<file path="src/rtl/instruction_fetch_if.sv">
// Fetch-unit bus bundle: instruction-memory port, redirect request and the
// decoded-instruction handshake toward the decode stage.
interface instruction_fetch_if;
    // Handshake: instr_valid is asserted by the fetch unit while an assembled
    // instruction is held; the instruction transfers on a rising clk edge where
    // instr_valid and instr_ready are both 1. Once raised, instr_valid and all
    // instr_* fields stay stable until that transfer or a redirect/reset.
    logic [4:0] imem_addr;
    logic [7:0] imem_data;
    logic       redirect_valid;
    logic [4:0] redirect_addr;
    logic       instr_ready;
    logic       instr_valid;
    logic [3:0] instr_opcode;
    logic [3:0] instr_operand;
    logic [7:0] instr_imm;
    logic       instr_two_byte;
    logic [4:0] instr_pc;

    modport master (
        output imem_addr,
        input  imem_data,
        input  redirect_valid,
        input  redirect_addr,
        input  instr_ready,
        output instr_valid,
        output instr_opcode,
        output instr_operand,
        output instr_imm,
        output instr_two_byte,
        output instr_pc
    );

    modport slave (
        input  imem_addr,
        output imem_data,
        output redirect_valid,
        output redirect_addr,
        output instr_ready,
        input  instr_valid,
        input  instr_opcode,
        input  instr_operand,
        input  instr_imm,
        input  instr_two_byte,
        input  instr_pc
    );
endinterface

</file>
<file path="src/rtl/instruction_fetch.sv">
// Byte-serial instruction fetch: assembles one- or two-byte instructions from a
// 32-byte combinational memory and holds each one until decode accepts it.
module instruction_fetch #(
    parameter logic [15:0] TWO_BYTE_MASK = 16'h0038
) (
    input  logic                       clk,
    input  logic                       rst_n,
    instruction_fetch_if.master        bus,
    output logic [1:0]                 dbg_state_o
);

    typedef enum logic [1:0] {
        S_FETCH0 = 2'd0,
        S_FETCH1 = 2'd1,
        S_HOLD   = 2'd2
    } state_e;

    state_e     state_q;
    logic [4:0] pc_q;
    logic       valid_q;
    logic [3:0] opcode_q;
    logic [3:0] operand_q;
    logic [7:0] imm_q;
    logic       two_byte_q;
    logic [4:0] instr_pc_q;

    logic [4:0] pc_d;
    logic       two_byte_d;

    // 5-bit add wraps 31 -> 0 naturally, so byte1 of an instruction at 31 comes from 0.
    always_comb begin
        pc_d       = pc_q + 5'd1;
        two_byte_d = TWO_BYTE_MASK[bus.imem_data[7:4]];
    end

    always_ff @(posedge clk or negedge rst_n) begin
        if (!rst_n) begin
            state_q    <= S_FETCH0;
            pc_q       <= '0;
            valid_q    <= 1'b0;
            opcode_q   <= '0;
            operand_q  <= '0;
            imm_q      <= '0;
            two_byte_q <= 1'b0;
            instr_pc_q <= '0;
        end else if (bus.redirect_valid) begin
            // A redirect wins in every state; any held instruction is dropped.
            pc_q    <= bus.redirect_addr;
            state_q <= S_FETCH0;
            valid_q <= 1'b0;
        end else begin
            case (state_q)
                S_FETCH0: begin
                    opcode_q   <= bus.imem_data[7:4];
                    operand_q  <= bus.imem_data[3:0];
                    instr_pc_q <= pc_q;
                    pc_q       <= pc_d;
                    two_byte_q <= two_byte_d;
                    if (two_byte_d) begin
                        state_q <= S_FETCH1;
                    end else begin
                        imm_q   <= 8'h00;
                        valid_q <= 1'b1;
                        state_q <= S_HOLD;
                    end
                end
                S_FETCH1: begin
                    imm_q   <= bus.imem_data;
                    pc_q    <= pc_d;
                    valid_q <= 1'b1;
                    state_q <= S_HOLD;
                end
                S_HOLD: begin
                    if (bus.instr_ready) begin
                        valid_q <= 1'b0;
                        state_q <= S_FETCH0;
                    end
                end
                default: begin
                    valid_q <= 1'b0;
                    state_q <= S_FETCH0;
                end
            endcase
        end
    end

    assign bus.imem_addr      = pc_q;
    assign bus.instr_valid    = valid_q;
    assign bus.instr_opcode   = opcode_q;
    assign bus.instr_operand  = operand_q;
    assign bus.instr_imm      = imm_q;
    assign bus.instr_two_byte = two_byte_q;
    assign bus.instr_pc       = instr_pc_q;
    assign dbg_state_o        = state_q;

endmodule

</file>
<file path="src/flat_wrapper.sv">
// flat-port wrapper written by rule: the top's interface ports become plain ports
module instruction_fetch_flat 
#(
    parameter logic [15:0] TWO_BYTE_MASK = 16'h0038
)
  (clk, rst_n, dbg_state_o, bus_imem_addr, bus_imem_data, bus_redirect_valid, bus_redirect_addr, bus_instr_ready, bus_instr_valid, bus_instr_opcode, bus_instr_operand, bus_instr_imm, bus_instr_two_byte, bus_instr_pc);
  instruction_fetch_if bus_i ();
  input  logic clk;
  input  logic rst_n;
  output logic [1:0] dbg_state_o;
  output wire logic [$bits(bus_i.imem_addr)-1:0] bus_imem_addr;
  input wire logic [$bits(bus_i.imem_data)-1:0] bus_imem_data;
  input wire logic [$bits(bus_i.redirect_valid)-1:0] bus_redirect_valid;
  input wire logic [$bits(bus_i.redirect_addr)-1:0] bus_redirect_addr;
  input wire logic [$bits(bus_i.instr_ready)-1:0] bus_instr_ready;
  output wire logic [$bits(bus_i.instr_valid)-1:0] bus_instr_valid;
  output wire logic [$bits(bus_i.instr_opcode)-1:0] bus_instr_opcode;
  output wire logic [$bits(bus_i.instr_operand)-1:0] bus_instr_operand;
  output wire logic [$bits(bus_i.instr_imm)-1:0] bus_instr_imm;
  output wire logic [$bits(bus_i.instr_two_byte)-1:0] bus_instr_two_byte;
  output wire logic [$bits(bus_i.instr_pc)-1:0] bus_instr_pc;
  assign bus_imem_addr = bus_i.imem_addr;
  assign bus_i.imem_data = bus_imem_data;
  assign bus_i.redirect_valid = bus_redirect_valid;
  assign bus_i.redirect_addr = bus_redirect_addr;
  assign bus_i.instr_ready = bus_instr_ready;
  assign bus_instr_valid = bus_i.instr_valid;
  assign bus_instr_opcode = bus_i.instr_opcode;
  assign bus_instr_operand = bus_i.instr_operand;
  assign bus_instr_imm = bus_i.instr_imm;
  assign bus_instr_two_byte = bus_i.instr_two_byte;
  assign bus_instr_pc = bus_i.instr_pc;
  instruction_fetch #(.TWO_BYTE_MASK(TWO_BYTE_MASK)) u_core (.clk(clk), .rst_n(rst_n), .bus(bus_i), .dbg_state_o(dbg_state_o));
endmodule
</file>
<file path="config.mk">
export PLATFORM = sky130hd
export DESIGN_NAME = instruction_fetch_flat
export DESIGN_NICKNAME = d
export VERILOG_FILES = /design/src/rtl/instruction_fetch_if.sv /design/src/rtl/instruction_fetch.sv /design/src/flat_wrapper.sv
export SDC_FILE = /design/constraint.sdc
export NUM_CORES = 1
export LEC_CHECK = 0
export CAP_MARGIN = 40
export CORE_MARGIN = 2
export CORE_UTILIZATION = 44
export CTS_CLUSTER_DIAMETER = 60
export CTS_CLUSTER_SIZE = 16
export DETAILED_ROUTE_END_ITERATION = 8
export HOLD_SLACK_MARGIN = 0.1
export PLACE_DENSITY = 0.74
export SYNTH_ARGS = -nofsm -noshare
export SYNTH_HDL_FRONTEND = slang
export SYNTH_SLANG_ARGS = --single-unit
</file>
<file path="constraint.sdc">
create_clock -name clk -period 2.2 [get_ports clk]
set_clock_uncertainty 0.2 [all_clocks]
set_input_delay 0.22 -clock clk [delete_from_list [all_inputs] [get_ports clk]]
set_output_delay 0.22 -clock clk [all_outputs]
set_load 0.02 [all_outputs]
</file>
==> flow_summary_export.csv, run 1 <==
group,metric,value,unit
synthesis,ys_ff_latch,30,
outcome,status,"finished clean",
floorplan,dieArea,0.003500,mm2
critical_path,cp_max_fo,13,
critical_path,cp-start-kind,"register",
clock_tree,cts-root-buf,"clkbuf_4",
clock_tree,insertion_delay,0.32,ns
critical_path,rr_startpoint,"u_core.dbg_state_o[1]",
critical_path,critPathSlowestCell,"clkdlybuf4s50_1",
floorplan,initial_core_util,44.96,%
critical_path,slowest_delay,0.62,ns
critical_path,r2r_slack,0.52,ns
placed_design,numPortBuffers,46,
clock_tree,htreeDepth,2,
routing,drt-total-wl,2.938,mm
layout,n_antenna_cell,0,
timing,fmax,529.8,MHz
global_route,grt_overflow,0,
critical_path,cp-end-kind,"primary output",
clock_tree,cts_tree,"done",
layout,layout-drive-gt1-share,18.01,%
synthesis,ys_seq_area_share,56.07,%
placed_design,gp_congestion,0.7791,
timing,finalSetupViolations,0,
layout,fin_util,64.66,%
global_route,grt_pass1_vias,996,
floorplan,core_area,0.002978,mm2
timing,worst_pin_slew,0.5158,ns
critical_path,cp_top_family,"buffers and inverters",
synthesis,synth_top_cell_area_share,56.07,%
placed_design,place_area,0.001856,mm2
global_route,track_usage,18.41,%
critical_path,ff2ff_path_depth,3,
critical_path,r2r-end,"u_core.bus.instr_pc[2]",
clock_tree,cts_buffers,5,
timing,period_minus_slack,1.887,ns
pwr,p_leak,0.0008127,uW
placed_design,hpwl,2.053,mm
routing,ant_nets,0,
routing,wl_met2,1.362,mm
layout,final_area,0.001926,mm2
routing,drtIter0Drc,19,
routing,routed.top_layer,"met4",
timing,slew_violations,0,
routing,wl_met1,1.346,mm
synthesis,synth_area,0.001339,mm2
synthesis,synthTopCellsByArea,"dfrtp_1 (56%), mux2_4 (7.9%), mux2_2 (5.9%)",
synthesis,ys_warn_count,0,
worst_hold_path,whs_path_depth,3,
routing,drcViolationCount,0,
clock_tree,clk_pin_slew,0.09,ns
floorplan,dieHeight,59.16,um
critical_path,path_cells,"buf_4 > clkdlybuf4s50_1",
critical_path,critPathArrivalTime,1.47,ns
global_route,grt_max_degree,31,
global_route,antenna_found_initial,0,
clock_tree,cts_setup_buffers,0,
clock_tree,clockBufferDepth,2,
floorplan,die_w,59.16,um
routing,vias_per_cell,5.345,
critical_path,path_class,"reg2out",
worst_hold_path,min_from,"bus_redirect_addr[4]",
timing,slew_headroom,65.46,%
synthesis,synth_edf_count,0,
worst_hold_path,hp-class,"in2reg",
synthesis,synth_top_cell_by_area,"dfrtp_1",
timing,whs,0.2664,ns
routing,num_vias,1037,
timing,fin_setup_tns,0,ns
timing,finalHoldViolations,0,
synthesis,synthTopCellsByCount,"dfrtp_1 (30), o21ai_0 (13), a22oi_1 (8), nand2b_1 (8)",
placed_design,pre_cts_ws,0.1974,ns
timing,fin_ws,0.3125,ns
pwr,peakVddDrop,0.3899,mV
synthesis,avgSynthCellArea,12.51,um2
clock_tree,cts.sinks,30,
floorplan,row_count,20,
clock_tree,hold_buffers,1,
layout,area_growth_syn_to_layout,43.83,%
routing,dr.pass1.iters,4,
layout,fin_nets,178,
routing,avgRoutedWirePerCell,15.14,um
pwr,power.density,814.8,mW/mm2
timing,post-route-period-util,85.79,%
critical_path,crit_buf_inv,2,
floorplan,ios,47,
worst_hold_path,hold_end,"u_core.bus.imem_addr[4]",
job,max_cap_viol_count,0,
routing,met3WireLength,201,um
synthesis,synth_flop_cell,"dfrtp_1",
synthesis,yosysMostFrequentCell,"dfrtp_1",
synthesis,postSynth.asyncResetShare,100.0,%
timing,rsz0062_at_grt,"false",
synthesis,synth.net_count,125,
clock_tree,cts_resized,0,
synthesis,syn_inst,107,
critical_path,critPathRequiredTime,1.78,ns
synthesis,synth_cell_types,25,
global_route,grt_pass1_wl,4.774,mm
-- worst max-delay path by stage --
stage	from	endpoint	slack, ns	cells past startpoint
2_1_floorplan	u_core.dbg_state_o[1]	u_core.bus.instr_opcode[0]	0.50	4
3_3_place_gp	bus_redirect_valid	u_core.bus.instr_pc[3]	0.22	4
3_5_place_dp	bus_redirect_valid	u_core.bus.instr_opcode[3]	0.20	4
4_1_cts	u_core.dbg_state_o[0]	dbg_state_o[0]	0.29	2
5_1_grt	u_core.dbg_state_o[0]	dbg_state_o[0]	0.23	2
6_report	u_core.dbg_state_o[0]	dbg_state_o[0]	0.31	2
-- final cells by class --
class,count,area [um2]
Fill cell,251,1052
Multi-Input combinational cell,70,545.5
Clock inverter,1,5.005
Clock buffer,7,55.05
Timing Repair Buffer,53,528.0
Sequential cell,30,750.7
Tap cell,33,41.29
-- report_power, final --
group	internal, uW	switching, uW	total, uW
clock	155	189	343
combinational	289	231	520
sequential	639	67.0	706
-- through the flow --
step | instances | power [uW]
floorplan | 107 | 976.3
global placement | 185 | 1229
detailed placement | 185 | 1240
CTS | 194 | 1588
global route | 194 | 1655
finish | 194 | 1569
-- cell usage in the layout (no fill, tap or decap) --
cell type / n
mux2_4: 7
buf_4: 5
nand4b_1: 2
clkbuf_8: 1
nor2_1: 3
nor3_1: 1
nor3b_1: 1
xnor2_1: 2
nor3b_2: 1
buf_12: 1
or3_1: 1
ha_1: 1
clkdlybuf4s50_1: 46
o21ai_0: 13
xor2_1: 2
a22oi_1: 8
a31oi_1: 1
clkbuf_4: 5
clkinv_2: 1
o21a_1: 1
dlygate4sd3_1: 1
nor2b_1: 2
nand2b_1: 8
o31a_1: 2
or2_2: 1
mux2_2: 7
dfrtp_1: 30
nand2_1: 5
clkbuf_1: 1
mux2i_1: 1
-- sequential cells by signal, indices dropped and copies added, names as in the netlist --
name	count
u_core.bus.instr_opcode	4
u_core.bus.instr_imm	8
u_core.dbg_state_o	2
u_core.bus.instr_two_byte	1
u_core.bus.instr_pc	5
u_core.bus.imem_addr	5
u_core.bus.instr_operand	4
u_core.bus.instr_valid	1
-- logic make-up (layout without fill, tap and decap cells) --
family / Yosys count / in the layout / share of synthesized area (%)
muxes: 15 / 15 / 14.49
DFF: 30 / 30 / 56.07
and+or+nand+nor: 25 / 25 / 11.03
buffers and inverters: 7 / 61 / 3.177
adders and majority gates: 1 / 1 / 0.9344
xor gates and xnor gates: 4 / 4 / 2.617
AOI/OAI and AO/OA: 25 / 25 / 11.68
-- layer usage --
| layer | GRT usage (%) | vias to the layer above |
|---|---|---|
| li1 | - | 481 |
| met3 | 6.550 | 3 |
| met5 | 0 | - |
| met4 | 4.870 | 0 |
| met1 | 24.89 | 511 |
| met2 | 28.25 | 42 |
-- worst min-delay path, delay by kind of cell --
family,cells,cell delay [ns]
buffers and inverters,1,0.40
AO/OA/AOI/OAI,1,0.07
AND/OR/NAND/NOR,1,0.06
(Power assumes the default switching activity.)
==> inputs of run 2 (changes only) <==
--- a/config.mk
+++ b/config.mk
@@ -9,7 +9,6 @@
 export CORE_MARGIN = 2
 export CORE_UTILIZATION = 44
 export CTS_CLUSTER_DIAMETER = 60
-export CTS_CLUSTER_SIZE = 16
 export DETAILED_ROUTE_END_ITERATION = 8
 export HOLD_SLACK_MARGIN = 0.1
 export PLACE_DENSITY = 0.74
==> results of run 2 <==
No change in the layout: final DEF, timing and power equal those of run 1.
